--- src/rtl/nn_arb_pkg.sv ---
// Shared definitions for the nn_core_arbiter slice.
//   - default core stream widths (IN_W_DEF / OUT_W_DEF)
//   - arbiter state encoding (ST_RUN / ST_DRAIN)
//   - rr_pick(): round-robin grant search over up to 8 requesters
package nn_arb_pkg;

   localparam int IN_W_DEF  = 180;  // 10 features x 18 bit
   localparam int OUT_W_DEF = 18;
   localparam int RR_MAX    = 8;    // widest requester vector rr_pick handles

   typedef enum logic [0:0] {
      ST_RUN   = 1'b0,
      ST_DRAIN = 1'b1
   } state_t;

   // Returns the first index with vld set, searching ptr, ptr+1, ... .
   // Callers zero-pad vld above N_REQ; the zero bits are skipped, so a
   // modulo-8 walk visits live requesters in the same order as a modulo-N_REQ
   // walk. With no valid bit the result is ptr (callers gate on |vld).
   function automatic logic [2:0] rr_pick(input logic [RR_MAX-1:0] vld,
                                          input logic [2:0]        ptr);
      logic [2:0] idx;
      logic [2:0] pick;
      logic       hit;
      pick = ptr;
      hit  = 1'b0;
      for (int k = 0; k < RR_MAX; k++) begin
         idx = ptr + 3'(k);
         if (!hit && vld[idx]) begin
            pick = idx;
            hit  = 1'b1;
         end
      end
      return pick;
   endfunction

endpackage

--- src/rtl/nn_arb_tag_fifo.sv ---
// In-order tag FIFO: holds the requester index of every transaction the core
// has accepted but not yet returned. Registered output, no fall-through.
// Ports:
//   clk, rst      clock, asynchronous active-high reset
//   push, din     write a tag (ignored when full)
//   pop           drop the head tag (ignored when empty)
//   dout          head tag, valid while !empty
//   full, empty   occupancy flags
//   count         exact occupancy 0..DEPTH
module nn_arb_tag_fifo
   import nn_arb_pkg::*;
#(
   parameter int DEPTH = 4,  // power of 2, >= 2
   parameter int TAG_W = 2
) (
   input  logic                     clk,
   input  logic                     rst,
   input  logic                     push,
   input  logic                     pop,
   input  logic [TAG_W-1:0]         din,
   output logic [TAG_W-1:0]         dout,
   output logic                     full,
   output logic                     empty,
   output logic [$clog2(DEPTH):0]   count
);

   localparam int AW = $clog2(DEPTH);

   logic [TAG_W-1:0] mem [DEPTH];
   logic [AW-1:0]    wr_ptr;
   logic [AW-1:0]    rd_ptr;
   logic             wr_en;
   logic             rd_en;

   assign wr_en = push & ~full;
   assign rd_en = pop & ~empty;
   assign full  = (count == (AW+1)'(DEPTH));
   assign empty = (count == '0);
   assign dout  = mem[rd_ptr];

   // NOTE: storage has no reset; entries are only read once count says they
   // were written, so clearing them would just add reset fan-out.
   always_ff @(posedge clk) begin
      if (wr_en) mem[wr_ptr] <= din;
   end

   // NOTE: state registers use non-blocking assignments so every flop samples
   // pre-edge values regardless of process evaluation order.
   always_ff @(posedge clk or posedge rst) begin
      if (rst) begin
         wr_ptr <= '0;
         rd_ptr <= '0;
         count  <= '0;
      end else begin
         if (wr_en) wr_ptr <= wr_ptr + 1'b1;  // power-of-2 depth wraps for free
         if (rd_en) rd_ptr <= rd_ptr + 1'b1;
         case ({wr_en, rd_en})
            2'b10:   count <= count + 1'b1;
            2'b01:   count <= count - 1'b1;
            default: count <= count;          // idle, or push and pop together
         endcase
      end
   end

endmodule

--- src/rtl/nn_core_arbiter.sv ---
// Shares one HLS inference core among N_REQ requesters. Requests are granted
// round-robin and passed straight through to the core; the requester index of
// each accepted request is queued in order so every core result is routed back
// to the right requester. drain_req quiesces the core: no new accepts, while
// in-flight results keep returning.
// Ports:
//   clk, rst                 clock, asynchronous active-high reset
//   req_dat/vld/rdy          requester input streams (slice i = [i*IN_W +: IN_W])
//   rsp_dat/vld/rdy          result stream, data broadcast, rsp_vld one-hot
//   core_in_dat/vld/rdy      to the core input_1_rsc_* interface
//   core_out_dat/vld/rdy     from the core layer5_out_rsc_* interface
//   drain_req                level; blocks accepts until released and empty
//   idle, inflight           nothing in flight / exact in-flight count
//   err                      sticky: core produced a result with nothing in flight
// Build option NN_CORE_ARBITER_PERF_EN adds saturating 32-bit counters
// perf_acc_cnt (accepts) and perf_cmp_cnt (completions).
module nn_core_arbiter
   import nn_arb_pkg::*;
#(
   parameter int N_REQ = 4,      // 2..8
   parameter int IN_W  = IN_W_DEF,
   parameter int OUT_W = OUT_W_DEF,
   parameter int DEPTH = 4,      // power of 2
   parameter int TAG_W = $clog2(N_REQ)
) (
   input  logic                     clk,
   input  logic                     rst,
   input  logic [N_REQ*IN_W-1:0]    req_dat,
   input  logic [N_REQ-1:0]         req_vld,
   output logic [N_REQ-1:0]         req_rdy,
   output logic [OUT_W-1:0]         rsp_dat,
   output logic [N_REQ-1:0]         rsp_vld,
   input  logic [N_REQ-1:0]         rsp_rdy,
   output logic [IN_W-1:0]          core_in_dat,
   output logic                     core_in_vld,
   input  logic                     core_in_rdy,
   input  logic [OUT_W-1:0]         core_out_dat,
   input  logic                     core_out_vld,
   output logic                     core_out_rdy,
   input  logic                     drain_req,
   output logic                     idle,
   output logic [$clog2(DEPTH):0]   inflight,
   output logic                     err
`ifdef NN_CORE_ARBITER_PERF_EN
  ,output logic [31:0]              perf_acc_cnt,
   output logic [31:0]              perf_cmp_cnt
`endif
);

   state_t           state;
   state_t           state_nxt;
   logic [TAG_W-1:0] rr_ptr;
   logic [TAG_W-1:0] grant;
   logic [TAG_W-1:0] head;
   logic             any_vld;
   logic             can_acc;
   logic             acc;
   logic             pop;
   logic             fifo_full;
   logic             fifo_empty;

   // ---------------- input side: round-robin grant ----------------
   assign any_vld = |req_vld;
   assign grant   = TAG_W'(rr_pick(RR_MAX'(req_vld), 3'(rr_ptr)));

   // drain_req is folded in directly so a request pending in the cycle drain
   // rises is refused. The full check ignores a same-cycle pop on purpose:
   // using it would chain rsp_rdy combinationally into req_rdy.
   assign can_acc     = ~rst & (state == ST_RUN) & ~drain_req & ~fifo_full;
   assign core_in_vld = can_acc & any_vld;
   assign core_in_dat = (any_vld && !rst) ? req_dat[grant*IN_W +: IN_W] : '0;
   assign req_rdy     = (core_in_vld && core_in_rdy) ? (N_REQ'(1) << grant) : '0;
   assign acc         = core_in_vld & core_in_rdy;

   // ---------------- return side: route to FIFO head ----------------
   assign rsp_dat      = core_out_dat;
   assign rsp_vld      = (core_out_vld && !fifo_empty) ? (N_REQ'(1) << head) : '0;
   assign core_out_rdy = ~fifo_empty & rsp_rdy[head];
   assign pop          = core_out_vld & core_out_rdy;
   assign idle         = fifo_empty;

   nn_arb_tag_fifo #(
      .DEPTH (DEPTH),
      .TAG_W (TAG_W)
   ) u_tag_fifo (
      .clk   (clk),
      .rst   (rst),
      .push  (acc),
      .pop   (pop),
      .din   (grant),
      .dout  (head),
      .full  (fifo_full),
      .empty (fifo_empty),
      .count (inflight)
   );

   // ---------------- RUN / DRAIN control ----------------
   // NOTE: every signal written here gets its default first, so no path
   // leaves it unassigned and no latch is inferred.
   always_comb begin
      state_nxt = state;
      unique case (state)
         ST_RUN:   if (drain_req)                 state_nxt = ST_DRAIN;
         ST_DRAIN: if (!drain_req && fifo_empty)  state_nxt = ST_RUN;
         default:                                 state_nxt = ST_RUN;
      endcase
   end

   always_ff @(posedge clk or posedge rst) begin
      if (rst) begin
         state  <= ST_RUN;
         rr_ptr <= '0;
         err    <= 1'b0;
      end else begin
         state <= state_nxt;
         // Pointer moves past the winner only on an accept, so an unaccepted
         // grant keeps its priority.
         if (acc) rr_ptr <= (grant == TAG_W'(N_REQ-1)) ? '0 : grant + 1'b1;
         if (core_out_vld && fifo_empty) err <= 1'b1;
      end
   end

`ifdef NN_CORE_ARBITER_PERF_EN
   always_ff @(posedge clk or posedge rst) begin
      if (rst) begin
         perf_acc_cnt <= '0;
         perf_cmp_cnt <= '0;
      end else begin
         if (acc && (perf_acc_cnt != '1)) perf_acc_cnt <= perf_acc_cnt + 1'b1;
         if (pop && (perf_cmp_cnt != '1)) perf_cmp_cnt <= perf_cmp_cnt + 1'b1;
      end
   end
`endif

endmodule

--- config.mk ---
export PLATFORM = sky130hd
export DESIGN_NAME = nn_core_arbiter
export DESIGN_NICKNAME = d
export VERILOG_FILES = /design/src/rtl/nn_arb_pkg.sv /design/src/rtl/nn_arb_tag_fifo.sv /design/src/rtl/nn_core_arbiter.sv
export SDC_FILE = /design/constraint.sdc
export NUM_CORES = 1
export LEC_CHECK = 0
export ABC_CLOCK_PERIOD_IN_PS = 4100
export CAP_MARGIN = 20
export CORE_AREA = 5 5 377 379
export CTS_CLUSTER_SIZE = 10
export DETAILED_ROUTE_END_ITERATION = 8
export DIE_AREA = 0 0 382 384
export GPL_TIMING_DRIVEN = 0
export PLACE_DENSITY = 0.32
export RECOVER_POWER = 25
export SLEW_MARGIN = 20
export SYNTH_ARGS = -nofsm -noshare
export SYNTH_HDL_FRONTEND = slang
export SYNTH_HIERARCHICAL = 1
export SYNTH_SLANG_ARGS = --single-unit
--- constraint.sdc ---
create_clock -name clk -period 4.1 [get_ports clk]
set_clock_uncertainty 0.05 [all_clocks]
set_input_delay 0.82 -clock clk [delete_from_list [all_inputs] [get_ports clk]]
set_output_delay 0.82 -clock clk [all_outputs]
set_load 0.02 [all_outputs]
==> impl_metrics.ini, run 1 <==
[outcome]
outcome = finished with violations
violations = negative setup slack

[cts]
hold_buffers = 0
clockBufferDepth = 2
clkTransAtPathRegs_ns = 0.06
cts-root-buf = clkbuf_16
insertion_delay_ns = 0.25
cts_buffers = 3
cts_tree = yes
htree_levels = 1
cts.sinks = 19

[synth]
synth_seq_cells = 19
synth-edff-count = 8
synth_largest_area_cell = a21boi_0
synth.area.top_cells = a21boi_0 (24%), and3_1 (20%), mux2i_1 (16%), o21ai_0 (13%), clkbuf_1 (3.6%)
synthCells = 1631
ys_seq_area_share_pct = 4.59
synth_warnings = 6
avgSynthCellArea_um2 = 6.88
ys.flop_type = dfrtp_1
synth_nets = 2394
synth.top_cell.area_share_pct = 24.1
mappedNetlistArea_mm2 = 0.0112
ys_types = 51
synthArstFlopShare_pct = 57.9

[power_and_ir_drop]
p_total_mw = 23.2
vdd.ir_drop.worst_mv = 0.393
p_leak_nw = 10.4
seq_power_share_pct = 1.5
switching_share_pct = 56.1
internal_power_mw = 10.2
p_sw_mw = 13.0
clkPwrFrac_pct = 0.9
power_density_mw_per_mm2 = 910
comb_power_share_pct = 97.6

[floorplan]
ioPinCount = 964
start_util_pct = 8.11
rows = 137
die_width_um = 382
core_mm2 = 0.139
dieHeight_um = 384
die_area_mm2 = 0.147

[sta]
slew_headroom_pct = 47.2
tns_ns = -30.06
tightest_slew_ns = 0.792
layout_min_cycle_time_ns = 4.43
setup_slack_ns = -0.332
finalHoldViolations = 0
rsz0062_at_grt = yes
drv_slew = 0
setup_viol = 185
fmax_ghz = 0.226
min_period_over_period_pct = 108

[setup_path]
r2r_end = rr_ptr[1]
worst_r2r_path_depth = 13
cp.required_ns = 3.23
r2r-start = rr_ptr[1]
worst-setup-path-type = reg -> out
regToRegSetupSlack_ns = 0.90
setup.worst_path.end_class = output pin
start_kind = flip-flop
crit_fanout = 7
cp.arrival_ns = 3.56

[global_route]
grt_pass1_vias = 18100
grt_max_degree = 16
overflow = 0
grt_pass1_wl_um = 171000
antenna_found_initial = 47
grt.total_usage_pct = 16.8

[drt]
route.detailed.drc = 0
drt_iter0_markers = 1092
antenna_left = 0
num_vias = 17600
routed_wl_um = 135000
vias_per_cell = 3.93
firstDrtPassIters = 5
routedWlPerCell_um = 30.3

[hold_path]
hold-path-endpoint = err
holdPathStages = 1
hold_path.startpoint = err
hold_path_class = reg -> reg

[finish]
post-route-util_pct = 18.4
finalNetCount = 3408
area_growth_pct = 127
drive_gt1_share_pct = 23.8
fillers = 15800
finalInstanceArea_mm2 = 0.0255

[placement]
dp_hpwl_um = 115000
place_ws_ns = -2.52
gp_congestion = 0.873
placed_area_mm2 = 0.0230
port_buffers = 944

[run]
maxCapViolCount = 0
-- cell usage in the layout (no fill, tap or decap), drive strengths merged, types with 2 or more instances in the layout --
master	instances
nand2b	3
and3	367
nor2b	6
clkbuf	149
edfxtp	8
mux2	4
and2	9
nand2	7
ha	11
o21ai	363
mux2i	184
xnor2	3
clkdlybuf4s15	11
dfrtp	11
inv	13
a21boi	361
xor2	3
mux4	6
clkdlybuf4s50	754
o31ai	2
nor3b	3
nor2	7
diode	15
dlygate4sd3	3
a21o	2
buf	334
-- synth_stat cells, types with 2 or more instances --
library cell,count
and2_2,2
xnor2_1,3
mux4_2,6
inv_1,13
buf_6,20
dfrtp_1,11
and2_1,6
buf_1,19
o21ai_1,78
nand2_1,7
o21ai_0,285
nand2b_1,3
mux2_2,3
nor2_1,7
buf_2,71
and3_1,367
a21boi_0,360
nor2b_1,5
xor2_1,3
o31ai_1,2
nor3b_1,2
ha_1,11
buf_4,20
edfxtp_1,8
a21o_1,2
clkbuf_1,109
mux2i_1,184
-- registers in the layout, indices dropped and copies added (netlist names) --
register and count:
u_tag_fifo/mem 8, u_tag_fifo/count 3, rr_ptr 2, u_tag_fifo/rd_ptr 2
u_tag_fifo/wr_ptr 2, err 1, state 1
-- cell families (layout without fill, tap and decap cells) --
group / Yosys count / after routing / synth area share [%]
simple gates: 409 / 409 / 22.8
buf+inv: 253 / 1266 / 11.3
flops: 19 / 19 / 4.59
other cells: 0 / 15 / 0
compound gates: 738 / 738 / 41.5
xor+xnor: 6 / 6 / 0.468
mux: 194 / 194 / 18.0
fa+ha+maj: 12 / 12 / 1.40
-- worst max-delay path by stage --
stage / startpoint / endpoint / slack [ns] / cells past startpoint
6_report: rr_ptr[1] / core_in_dat[0] / -0.33 / 13
5_1_grt: rr_ptr[1] / core_in_dat[15] / -0.40 / 13
4_1_cts: rr_ptr[1] / core_in_dat[109] / -0.42 / 14
3_5_place_dp: req_vld[1] / core_in_dat[7] / -2.52 / 11
3_3_place_gp: req_vld[2] / core_in_dat[6] / -3.70 / 8
2_1_floorplan: rr_ptr[1] / req_rdy[0] / 0.05 / 13
-- per-layer routing --
metal | global-route usage (%) | share of wire [%] | vias up
met5 | 0 | 0.027 | -
met4 | 1.34 | 1.2 | 6
met3 | 3.63 | 6.3 | 96
met2 | 30.3 | 50 | 784
met1 | 21.4 | 43 | 8587
li1 | - | - | 8077
-- worst max-delay path: stages, from the launching register on --
cell,delay [ns]
dfrtp_1,0.37
clkbuf_8,0.16
inv_6,0.03
ha_4,0.31
mux4_2,0.56
a21boi_4,0.17
o211ai_4,0.23
buf_12,0.22
buf_16,0.17
clkbuf_16,0.15
a21boi_4,0.05
o21ai_4,0.49
mux2i_4,0.16
buf_6,0.17
-- final cells by class --
class,count,area [um^2],share of cell area [%]
multi-input cells,1359,10400,40.7
repair buffers,1011,9970,39.1
well taps,1807,2260,8.86
plain buffers,238,2230,8.73
flip-flops and latches,19,515,2.02
clock buffers,3,75.1,0.294
inverters,13,53.8,0.211
diodes,15,37.5,0.147
clock inverters,1,5.00,0.0196
-- power groups by stage --
stage | combinational [mW] | sequential (mW) | clock, mW
detailed placement | 18.8 | 0.356 | 0
floorplan | 9.78 | 0.365 | 0
global route | 23.9 | 0.365 | 0.219
global placement | 18.8 | 0.357 | 0
finish | 22.7 | 0.353 | 0.204
CTS | 20.2 | 0.353 | 0.208
-- timing repair --
action	4_1_cts	5_1_grt
pin swaps	26	51
gates resized for setup	985	697
hold endpoints to repair	0	0
buffers inserted	21	26
cloned	3	16
endpoints found under the setup margin	189	186
-- through the flow --
stage / std cells / hold WS (ns)
floorplan: 1631 / 0.404
global placement: 4382 / 0.398
detailed placement: 4384 / 0.401
CTS: 4412 / 0.412
global route: 4456 / 0.419
finish: 4466 / 0.399
(Power assumes the default switching activity.)
==> inputs of run 2 (changes only) <==
--- a/config.mk
+++ b/config.mk
@@ -12,7 +12,7 @@
 export DETAILED_ROUTE_END_ITERATION = 8
 export DIE_AREA = 0 0 382 384
 export GPL_TIMING_DRIVEN = 0
-export PLACE_DENSITY = 0.32
+export PLACE_DENSITY = 0.3
 export RECOVER_POWER = 25
 export SLEW_MARGIN = 20
 export SYNTH_ARGS = -nofsm -noshare
==> run 2 against run 1 <==
  * The run still ends with negative setup slack left
  * Critical path depth unchanged
  * Global-route usage about the same
  * Count of clock-buffer cells in the layout unchanged
  * Largest power group unchanged
==> impl_metrics.ini, run 2 (same netlist as run 1, synthesis figures left out) <==
[cts]
hold_buffers = 0
cts_tree = yes
insertion_delay_ns = 0.25
clockBufferDepth = 2
cts.sinks = 19
cts-root-buf = clkbuf_16
clkTransAtPathRegs_ns = 0.06
cts_buffers = 3
htree_levels = 1

[setup_path]
cp.arrival_ns = 3.49
critical_path.most_common_cell = buf_6
r2r-start = rr_ptr[0]
cp.required_ns = 3.23
worst_path_max_delay_cell = mux4_2
max_stage_delay_ns = 0.56
cp_cell_sequence = buf_6 -> inv_4 -> ha_4 -> mux4_2 -> a21boi_4 -> o211ai_4 -> buf_12 -> buf_16 -> buf_6 -> a21boi_0 -> o21ai_2 -> mux2i_1 -> buf_4
crit_fanout = 11
start_kind = flip-flop
crit_start = rr_ptr[0]
setup.worst_path.end_class = output pin
worst-setup-path-type = reg -> out

[drt]
vias_per_cell = 3.88
topRoutingLayerUsed = met5
routedWlPerCell_um = 30.0
drt_iter0_markers = 971
met2RoutedLength_um = 68100
route.detailed.drc = 0
num_vias = 17300
routed_wl_um = 134000
antenna_left = 0
met3_wirelength_um = 9720
firstDrtPassIters = 5
drt-met1-wl_um = 54800

[finish]
regMostFlops = u_tag_fifo/mem
area_growth_pct = 129
fillers = 15800
mostFrequentLayoutCells = clkdlybuf4s50_1 (755), and3_1 (342), a21boi_0 (294)
largest_reg_flops = 8
drive_gt1_share_pct = 24.5
stdcell_count = 4464
finalNetCount = 3409
multi_input_area_mm2 = 0.0105
post-route-util_pct = 18.6
final_common_cell = clkdlybuf4s50_1
register_area_um2 = 515
reg_top3 = u_tag_fifo/mem: 8 flops, u_tag_fifo/count: 3 flops

[sta]
drv_slew = 0
finalHoldViolations = 0
fmax_ghz = 0.229
setup_slack_ns = -0.260
rsz0062_at_grt = yes
min_period_over_period_pct = 106
tightest_slew_ns = 0.855
slew_headroom_pct = 43.0
whs_ns = 0.405
setup_viol = 178
layout_min_cycle_time_ns = 4.36

[floorplan]
die_area_mm2 = 0.147
die_width_um = 382
ioPinCount = 964
rows = 137
dieHeight_um = 384
core_mm2 = 0.139
start_util_pct = 8.11

[power_and_ir_drop]
p_leak_nw = 10.5
p_total_mw = 23.6
power_density_mw_per_mm2 = 915
vdd.ir_drop.worst_mv = 0.412

[placement]
gp_congestion = 0.871
port_buffers = 944
dp_hpwl_um = 112000
placed_cells = 4385

[global_route]
grt_pass1_wl_um = 171000
grt_pass1_vias = 18100
antenna_found_initial = 58
grt_max_degree = 12
overflow = 0
grt.total_usage_pct = 16.9

[hold_path]
hold_path.startpoint = err
hold_path_class = reg -> reg

[outcome]
outcome = finished with violations
violations = negative setup slack

[run]
maxCapViolCount = 0
[run 2: critical path, delay by kind of cell (launching register included)]
family | cells | cell delay, ns
adders and majority gates | 1 | 0.30
muxes | 2 | 0.71
buffers and inverters | 6 | 0.88
AOI/OAI and AO/OA | 4 | 0.90
DFF | 1 | 0.39
[run 2: final cells by class]
type                    count  share of cell area, %
diodes                     12                  0.117
well taps                1807                   8.79
plain buffers             237                   8.55
clock buffers               3                  0.292
flip-flops and latches     19                   2.00
repair buffers           1013                   39.2
inverters                  13                  0.209
multi-input cells        1359                   40.8
clock inverters             1                 0.0194
[run 2: repair_timing]
action	CTS	global route
hold endpoints to repair	0	0
setup endpoints to repair	190	185
pin swaps	29	47
gates resized for setup	1256	521
buffers inserted	23	28
gates cloned	7	9
[run 2: per-stage QoR]
stage	setup TNS, ns	area, um^2	setup slack (ns)
CTS	-46.80	24800	-0.357
finish	-23.55	25700	-0.260
floorplan	0	11200	0.0527
detailed placement	-298.30	23000	-2.12
global placement	-479.75	22900	-3.05
global route	-47.95	25700	-0.371
[run 2: metal layers]
metal  up-vias  track usage (%)
met5         -                0
met4        24             1.36
met3        82             4.54
met2       708             30.7
met1      8400             20.6
li1       8091                -
[run 2: final timing paths]
path / end / slack [ns] / depth (start not counted)
min: err / 0.40 / 1
min reg2reg: err / 0.40 / 1
max: core_in_dat[108] / -0.26 / 13
max reg2reg: rr_ptr[1] / 0.94 / 13
max in group asynchronous: u_tag_fifo/rd_ptr[0] / 2.84 / 2
min in group asynchronous: err / 0.84 / 2
[run 2: power breakdown]
part / internal [mW] / switching, mW
Clock: 0.131 / 0.0702
Combinational: 10.1 / 12.9
Sequential: 0.283 / 0.0702
Total: 10.5 / 13.0
==> inputs of run 3 (changes only) <==
--- a/config.mk
+++ b/config.mk
@@ -11,6 +11,7 @@
 export CTS_CLUSTER_SIZE = 10
 export DETAILED_ROUTE_END_ITERATION = 8
 export DIE_AREA = 0 0 382 384
+export GPL_ROUTABILITY_DRIVEN = 0
 export GPL_TIMING_DRIVEN = 0
 export PLACE_DENSITY = 0.3
 export RECOVER_POWER = 25
==> results of run 3 <==
Final layout, timing and power as in run 2 (identical DEF).
